===== src/rtl/vga_cell_scanner.sv =====
// Raster timing generator for 640x480@60 VGA that walks the screen in coarse cells,
// feeds a combinational pattern layer and drives blank-masked, sync-aligned RGB.
module vga_cell_scanner #(
  parameter int H_ACTIVE = 640,
  parameter int H_FP     = 16,
  parameter int H_SYNC   = 96,
  parameter int H_BP     = 48,
  parameter int V_ACTIVE = 480,
  parameter int V_FP     = 10,
  parameter int V_SYNC   = 2,
  parameter int V_BP     = 33,
  parameter int CELL_W   = 10,
  parameter int CELL_H   = 20
) (
  input  logic       clk,
  input  logic       rst,
  input  logic       scroll_en,
  input  logic [5:0] layer_rgb,
  output logic [5:0] cell_x,
  output logic [4:0] cell_y,
  output logic       hsync,
  output logic       vsync,
  output logic [5:0] rgb,
  output logic       frame_start
);

  localparam int H_TOTAL = H_ACTIVE + H_FP + H_SYNC + H_BP;
  localparam int V_TOTAL = V_ACTIVE + V_FP + V_SYNC + V_BP;
  localparam int HW      = $clog2(H_TOTAL);
  localparam int VW      = $clog2(V_TOTAL);
  localparam int SHW     = (CELL_W > 1) ? $clog2(CELL_W) : 1;
  localparam int SVW     = (CELL_H > 1) ? $clog2(CELL_H) : 1;

  localparam logic [HW-1:0]  H_LAST      = HW'(H_TOTAL - 1);
  localparam logic [HW-1:0]  H_ACT_END   = HW'(H_ACTIVE);
  localparam logic [HW-1:0]  H_SYNC_BEG  = HW'(H_ACTIVE + H_FP);
  localparam logic [HW-1:0]  H_SYNC_END  = HW'(H_ACTIVE + H_FP + H_SYNC);
  localparam logic [VW-1:0]  V_LAST      = VW'(V_TOTAL - 1);
  localparam logic [VW-1:0]  V_ACT_END   = VW'(V_ACTIVE);
  localparam logic [VW-1:0]  V_SYNC_BEG  = VW'(V_ACTIVE + V_FP);
  localparam logic [VW-1:0]  V_SYNC_END  = VW'(V_ACTIVE + V_FP + V_SYNC);
  localparam logic [SHW-1:0] H_SUB_LAST  = SHW'(CELL_W - 1);
  localparam logic [SVW-1:0] V_SUB_LAST  = SVW'(CELL_H - 1);

  // Stage 0: raster and cell counters
  logic [HW-1:0]  r_hcount;
  logic [VW-1:0]  r_vcount;
  logic [SHW-1:0] r_hsub;
  logic [SVW-1:0] r_vsub;
  logic [5:0]     r_hcell;
  logic [4:0]     r_vcell;
  logic [5:0]     r_offset;

  // Stage 1 / stage 2 pipeline registers
  logic [5:0] r_cell_x;
  logic [4:0] r_cell_y;
  logic       r_active1, r_hs1, r_vs1, r_fs1;
  logic [5:0] r_rgb;
  logic       r_hsync, r_vsync, r_frame_start;

  logic w_h_last, w_v_last, w_h_act, w_v_act, w_active0, w_hs0, w_vs0, w_fs0;

  always_comb begin
    w_h_last  = (r_hcount == H_LAST);
    w_v_last  = (r_vcount == V_LAST);
    w_h_act   = (r_hcount < H_ACT_END);
    w_v_act   = (r_vcount < V_ACT_END);
    w_active0 = w_h_act && w_v_act;
    w_hs0     = !((r_hcount >= H_SYNC_BEG) && (r_hcount < H_SYNC_END));
    w_vs0     = !((r_vcount >= V_SYNC_BEG) && (r_vcount < V_SYNC_END));
    w_fs0     = (r_hcount == '0) && (r_vcount == '0);
  end

  // NOTE: state registers use non-blocking assignments so every register samples
  // pre-edge values; blocking here would let later statements see updated counters.
  always_ff @(posedge clk) begin
    if (rst) begin
      r_hcount <= '0;
      r_vcount <= '0;
      r_hsub   <= '0;
      r_hcell  <= '0;
      r_vsub   <= '0;
      r_vcell  <= '0;
      r_offset <= '0;
    end else begin
      r_hcount <= w_h_last ? '0 : r_hcount + HW'(1);

      if (w_h_last) begin
        r_hsub  <= '0;
        r_hcell <= '0;
      end else if (w_h_act) begin
        if (r_hsub == H_SUB_LAST) begin
          r_hsub  <= '0;
          r_hcell <= r_hcell + 6'd1;
        end else begin
          r_hsub <= r_hsub + SHW'(1);
        end
      end

      if (w_h_last) begin
        r_vcount <= w_v_last ? '0 : r_vcount + VW'(1);
        if (w_v_last) begin
          r_vsub  <= '0;
          r_vcell <= '0;
        end else if (w_v_act) begin
          if (r_vsub == V_SUB_LAST) begin
            r_vsub  <= '0;
            r_vcell <= r_vcell + 5'd1;
          end else begin
            r_vsub <= r_vsub + SVW'(1);
          end
        end
      end

      // Offset moves on the same edge as the frame wrap, so pixel 0 of the next frame sees it.
      if (w_h_last && w_v_last && scroll_en) begin
        r_offset <= r_offset + 6'd1;
      end
    end
  end

  // Cell coordinates only load on active pixels; during blanking they hold.
  always_ff @(posedge clk) begin
    if (rst) begin
      r_cell_x  <= '0;
      r_cell_y  <= '0;
      r_active1 <= 1'b0;
      r_hs1     <= 1'b1;
      r_vs1     <= 1'b1;
      r_fs1     <= 1'b0;
    end else begin
      if (w_active0) begin
        r_cell_x <= r_hcell + r_offset;
        r_cell_y <= r_vcell;
      end
      r_active1 <= w_active0;
      r_hs1     <= w_hs0;
      r_vs1     <= w_vs0;
      r_fs1     <= w_fs0;
    end
  end

  always_ff @(posedge clk) begin
    if (rst) begin
      r_rgb         <= '0;
      r_hsync       <= 1'b1;
      r_vsync       <= 1'b1;
      r_frame_start <= 1'b0;
    end else begin
      r_rgb         <= r_active1 ? layer_rgb : 6'd0;
      r_hsync       <= r_hs1;
      r_vsync       <= r_vs1;
      r_frame_start <= r_fs1;
    end
  end

  assign cell_x      = r_cell_x;
  assign cell_y      = r_cell_y;
  assign hsync       = r_hsync;
  assign vsync       = r_vsync;
  assign rgb         = r_rgb;
  assign frame_start = r_frame_start;

endmodule


===== config.mk =====
export PLATFORM = sky130hd
export DESIGN_NAME = vga_cell_scanner
export DESIGN_NICKNAME = d
export VERILOG_FILES = /design/src/rtl/vga_cell_scanner.sv
export SDC_FILE = /design/constraint.sdc
export NUM_CORES = 1
export LEC_CHECK = 0
export ABC_AREA = 0
export BUFFER_PORTS_ARGS = -buffer_cell sky130_fd_sc_hd__buf_2
export CAP_MARGIN = 15
export CORE_MARGIN = 4
export CORE_UTILIZATION = 45
export DETAILED_ROUTE_END_ITERATION = 16
export REMOVE_ABC_BUFFERS = 1
export SYNTH_ARGS = -nofsm -noshare
export SYNTH_HDL_FRONTEND = slang
export SYNTH_SLANG_ARGS = --single-unit

===== constraint.sdc =====
create_clock -name clk -period 2.6 [get_ports clk]
set_clock_uncertainty 0.2 [all_clocks]
set_input_delay 0.52 -clock clk [delete_from_list [all_inputs] [get_ports clk]]
set_output_delay 0.52 -clock clk [all_outputs]
set_load 0.03 [all_outputs]

==> flow_summary.ini, run 1 <==
[status]
status = completed

[cells_and_area]
layout-drive-gt1-share_pct = 14.8
design_area_um2 = 3520
layout_commonest_cell = dfxtp_1
area_delta_synth_final_pct = 12.5
fill_cells = 654
final_nets = 403
final_cell_mix = dfxtp_1, nor2_1, nand2_1
antenna_cells = 0
fin_cells = 465

[pwr]
power_density_nw_per_um2 = 576
intPower_mw = 1.56
pwr-share-comb_pct = 3.4
p_clk_share_pct = 42.6
switchingPower_mw = 0.473
p_leak_nw = 1.44
pwr-share-seq_pct = 54.0
ir_drop_uv = 248
sw_frac_of_total_pct = 23.3

[synthesis]
synth-main-ff-cell = dfxtp_1
synth-edff-count = 0
synth_warnings = 0
ys_ff_latch = 70
ys_seq_area_share_pct = 44.8
syn-instance-count = 353
yosys.area.top_type = dfxtp_1
async_flop_share_pct = 0
syn_area_um2 = 3130
synth_area_leaders = dfxtp_1, xor2_1, nor2_1
yosysTopAreaCellShare_pct = 44.8
ys_types = 46
syn_avg_cell_area_um2 = 8.86

[timing]
max_freq_mhz = 467
whs_ns = 0.178
setup_tns_ns = 0
period_minus_slack_ns = 2.14
fin_crit_sh_pct = 82.4
slew_headroom_pct = 60.1
rsz0062_at_grt = no
finalMaxSlewViolations = 0
tightest_slew_ns = 0.599
hold_viol = 0
setup_viol = 0

[routing]
wl_met2_um = 2560
wl_per_cell_um = 12.6
antenna_left = 0
drc_errors = 0
avgViaCountPerCell = 5.18
wl_um = 5870
top_layer = met4
via_count = 2408
route.met3.wl_um = 218
drt-initial-drc-count = 81
firstDrtPassIters = 6
wl_met1_um = 3010

[critical_path]
crit_required_ns = 2.66
slowest_stage = or4_1
worstPathCellList = ha_1 -> and4_1 -> nand3_1 -> or4_1 -> a21oi_1
worst_setup_path_start_kind = flop
cp.arrival_ns = 2.20
crit_fanout = 9
crit_type = flop to flop
critical_path.max_stage_delay_ns = 0.58
crit_path_end_kind = flop

[clocking]
cts.path.max_buffers = 2
clock-sinks = 70
insertion_delay_ns = 0.34
cts_tree = built
clock-root-buffer = clkbuf_8
htree_levels = 3
ctsHoldBuffers = 0
cts.reportedPaths.clkPinSlew_ns = 0.08
cts_resized = 0
post_cts_buffers = 0
cts_buffers = 9

[placed_design]
dp_hpwl_um = 4210
post-place-cells = 449
place_area_um2 = 3320
gp_congestion = 0.798
port-buffer-count = 28

[die]
core_area_um2 = 6760
die_h_um = 91.4
num_rows = 30
die_w_um = 91.4
io_pins = 29
start_util_pct = 46.3
dieArea_um2 = 8350

[grt]
grt_pass1_wl_um = 10100
gr-total-overflow = 0
antenna_found_initial = 0
grt_max_degree = 34
grt.total_usage_pct = 14.7
grt_pass1_vias = 2203

[flow_run]
drv_cap = 0

[worst_hold_path]
hp-class = input port to flop
[worst max-delay path: cells and delay by family (launching register included)]
family / cells / cell delay (ns)
compound gates: 1 / 0.14
fa+ha+maj: 1 / 0.22
simple gates: 3 / 1.11
flops: 1 / 0.40
[cell families (layout without fill, tap and decap cells)]
logic type | Yosys count | after routing | share of synthesized area [%]
and+or+nand+nor | 159 | 159 | 25.8
DFF | 70 | 70 | 44.8
AOI/OAI and AO/OA | 54 | 54 | 10.8
xor gates and xnor gates | 31 | 31 | 8.68
buffers and inverters | 23 | 55 | 3.40
adders and majority gates | 14 | 14 | 5.84
muxes | 2 | 2 | 0.680
[stage by stage]
stage	total power, mW	worst slack (ns)	util, %
final	2.03	0.458	52.1
after global placement	1.19	0.549	49.2
after floorplan	1.16	0.426	-
after global routing	2.11	0.321	52.1
after detailed placement	1.19	0.480	49.2
after CTS	2.06	0.456	52.1
[power groups by stage]
stage | sequential (mW) | combinational (mW) | clock, mW
after global routing | 1.10 | 0.0772 | 0.939
after CTS | 1.10 | 0.0706 | 0.895
after detailed placement | 1.12 | 0.0702 | 0
after floorplan | 1.13 | 0.0301 | 0
after global placement | 1.12 | 0.0694 | 0
final | 1.10 | 0.0689 | 0.864
[area by class of cell]
type                       instances  area (µm²)  area share (%)
clock buffer                       9         124            3.52
sequential                        70        1400            39.8
inverter                           6        22.5           0.640
multi-input combinational        260        1620            46.1
clock inverter                     7        72.6            2.06
timing repair buffer              33         178            5.05
tap                               80         100            2.84
[layer usage]
metal | track usage [%] | up-vias
met5 | 0 | -
met4 | 6.03 | 0
met3 | 3.65 | 9
met2 | 23.0 | 39
met1 | 19.1 | 1086
li1 | - | 1274
[final timing paths]
check | from | to | slack, ns | cells after the start
worst min-delay path | layer_rgb[2] | rgb[2]$_SDFF_PP0_ | 0.18 | 2
worst max-delay path | r_hcount[0]$_SDFF_PP0_ | r_vcell[4]$_SDFFE_PP0P_ | 0.46 | 5
worst max register to register | r_hcount[0]$_SDFF_PP0_ | r_vcell[4]$_SDFFE_PP0P_ | 0.46 | 5
worst min register to register | r_vs1$_SDFF_PP1_ | vsync$_SDFF_PP1_ | 0.22 | 1
[cell usage after synthesis, types with 3 or more instances]
cell type / count
buf_2: 7
nor3_1: 6
ha_1: 13
inv_1: 6
o21ai_0: 11
nor3b_1: 3
nand4_1: 10
buf_4: 3
nand3b_1: 3
o211ai_1: 3
clkbuf_1: 6
a21o_1: 4
nand3_1: 10
or2_2: 3
nor2_1: 45
and2_1: 8
nor2b_1: 5
and3_1: 11
xnor2_1: 10
xor2_1: 21
dfxtp_1: 70
a21oi_1: 23
a211oi_1: 4
nand2_1: 39
[state kept, by name, summed over array words and instances (netlist names)]
name,count
r_hcount,10
r_vcount,10
cell_x,6
r_hcell,6
r_offset,6
rgb,6
cell_y,5
r_vcell,5
r_vsub,5
r_hsub,4
frame_start,1
hsync,1
r_active1,1
r_fs1,1
r_hs1,1
r_vs1,1
vsync,1
Note: power is estimated with default switching activity, not from simulation.
==> run 2, diff against run 1 <==
- ABC_AREA: 0 -> 1
- clock period: 2.6 -> 2 ns (I/O delays scaled with it)
==> run 2 against run 1 <==
First-iteration DRC count increased by 58%. Clock-buffer cell count up 1. Critical path type unchanged. Utilization is 1.1 points higher. Worst hold slack lost 0.12 ns. Flip-flop and latch count did not move. Critical path depth is 3 higher. Die area grew 6.6%. Global-route usage increased by 2.3 points. Largest power group unchanged. Final area up 9.6%. Via count is 21% higher. Sequential share of layout area is 3.5 points lower. Synthesized cell count is 29% higher.
==> flow_summary.ini, run 2 <==
[placed_design]
post-place-cells = 582
place_area_um2 = 3630
gp_congestion = 0.852
dp_worst_setup_slack_ns = 0.134
dp_hpwl_um = 5220
port-buffer-count = 28

[synthesis]
yosysTopAreaCellShare_pct = 41.8
synth_warnings = 0
yosys.area.top_type = dfxtp_1
ys_ff_latch = 70
ys_types = 32
syn_area_um2 = 3360
async_flop_share_pct = 0
synth-main-ff-cell = dfxtp_1
ys_seq_area_share_pct = 41.8
synth_area_leaders = dfxtp_1, nand2_1, a21oi_1
syn_avg_cell_area_um2 = 7.36
synth_most_common_cell = nand2_1
ys_top_cells_by_count = nand2_1, dfxtp_1, inv_1
syn-instance-count = 456
synth-edff-count = 0

[grt]
grt_pass1_wl_um = 12200
gr-total-overflow = 0
grt.busiest_layer = met2
antenna_found_initial = 0
grt.total_usage_pct = 17.0
met3_usage_pct = 2.95
grt_pass1_vias = 2662
grtUsageMet2_pct = 25.4
met1_usage_pct = 24.5
grt_max_degree = 24

[critical_path]
slowest_stage = dfxtp_1
crit_path_end_kind = flop
crit_required_ns = 2.01
critical-path-top-delay-family = simple AND/OR/NAND/NOR gates
cp.arrival_ns = 1.87
worstPathCellList = ha_1 -> nand3_2 -> inv_2 -> nand4_2 -> nor2_4 -> nand2_2 -> nand2_1 -> a21oi_1
cp.depth = 8
crit_type = flop to flop
reg2regPathDepth = 8
critical_path.max_stage_delay_ns = 0.37
worst_setup_path_start_kind = flop
path_buf_inv = 1
crit_fanout = 7

[clocking]
clock-sinks = 70
insertion_delay_ns = 0.33
htree_levels = 3
clock-root-buffer = clkbuf_8
cts_tree = built
cts_buffers = 9
cts.path.max_buffers = 2
ctsHoldBuffers = 0
cts.reportedPaths.clkPinSlew_ns = 0.08

[routing]
via_count = 2913
firstDrtPassIters = 4
drt-initial-drc-count = 128
wl_um = 6880
avgViaCountPerCell = 4.87
antenna_left = 0
wl_per_cell_um = 11.5
drc_errors = 0

[cells_and_area]
final_cell_mix = nand2_1, dfxtp_1, inv_1
layout_commonest_cell = nand2_1
antenna_cells = 0
fill_cells = 745
fin_cells = 598
layout-drive-gt1-share_pct = 15.2
final_nets = 517
utilization_pct = 53.2
area_delta_synth_final_pct = 15.0
design_area_um2 = 3860
top_regs = r_hcount (10), r_vcount (10)

[die]
core_area_um2 = 7250
start_util_pct = 46.3
die_h_um = 94.4
num_rows = 31
io_pins = 29
die_w_um = 94.4
dieArea_um2 = 8900

[timing]
layout_setup_ws_ns = 0.143
whs_ns = 0.0618
setup_tns_ns = 0
setup_viol = 0
period_minus_slack_ns = 1.86
hold_viol = 0
tightest_slew_ns = 0.472
max_freq_mhz = 539
slew_headroom_pct = 68.3
fin_crit_sh_pct = 92.8
finalMaxSlewViolations = 0
rsz0062_at_grt = yes

[pwr]
power_density_nw_per_um2 = 722
ir_drop_uv = 328
finalPower_mw = 2.79
p_leak_nw = 1.64

[worst_hold_path]
hp-class = input port to flop
hold_depth = 3

[flow_run]
drv_cap = 0

[status]
status = completed
## run 2: cell types whose count changed after synthesis, sizes merged, moves of 5 or more
| cell | before | now |
|---|---|---|
| xor2 | 21 | 8 |
| nor2b | 5 | 0 |
| nand2 | 39 | 102 |
| buf | 11 | 2 |
| inv | 6 | 57 |
| and2 | 8 | 0 |
| nor2 | 46 | 55 |
| nand3 | 10 | 40 |
| nor3 | 6 | 13 |
| and3 | 11 | 0 |
| a21oi | 23 | 44 |
## run 2: layer usage
layer  vias up  wire length (µm)
met5         -                 0
met4         0                91
met3         9               238
met2        38              2890
met1      1303              3660
li1       1563                 -
## run 2: layout make-up
cell class                      instances  area, µm²  share of cell area (%)
Sequential cell                        70       1400                    36.3
Clock buffer                           10        128                    3.31
Clock inverter                          6       93.8                    2.43
Multi-Input combinational cell        324       1730                    44.8
Timing Repair Buffer                   32        170                    4.41
Tap cell                               99        124                    3.21
Inverter                               57        214                    5.54
## run 2: cells by family (layout without fill, tap and decap cells)
| family | after synthesis | in the layout | synth area share, % |
|---|---|---|---|
| adders and majority gates | 14 | 14 | 5.44 |
| DFF | 70 | 70 | 41.8 |
| buffers and inverters | 62 | 105 | 7.01 |
| and+or+nand+nor | 228 | 228 | 31.1 |
| xor gates and xnor gates | 17 | 17 | 4.44 |
| AOI/OAI and AO/OA | 65 | 65 | 10.3 |
## run 2: where the power goes
part	internal, mW	total (mW)	switching (mW)	leakage (nW)
registers	1.41	1.42	0.0104	0.567
clock network	0.714	1.26	0.547	0.107
logic	0.0342	0.102	0.0683	0.968
total	2.16	2.79	0.626	1.64
## run 2: timing repair
item / in CTS / in global routing
setup endpoints to repair: 0 / 14
resized for setup: 0 / 4
setup buffers: 0 / 0
## run 2: final timing paths
path | endpoint | startpoint | slack [ns]
min | rgb[5]$_SDFF_PP0_ | layer_rgb[5] | 0.06
min reg2reg | vsync$_SDFF_PP1_ | r_vs1$_SDFF_PP1_ | 0.21
max | r_offset[2]$_SDFFE_PP0P_ | r_hcount[0]$_SDFF_PP0_ | 0.14
max reg2reg | r_offset[2]$_SDFFE_PP0P_ | r_hcount[0]$_SDFF_PP0_ | 0.14
## run 2: worst min-delay path, delay by kind of cell
kind,cells,cell delay (ns)
buf+inv,2,0.13
simple gates,1,0.03
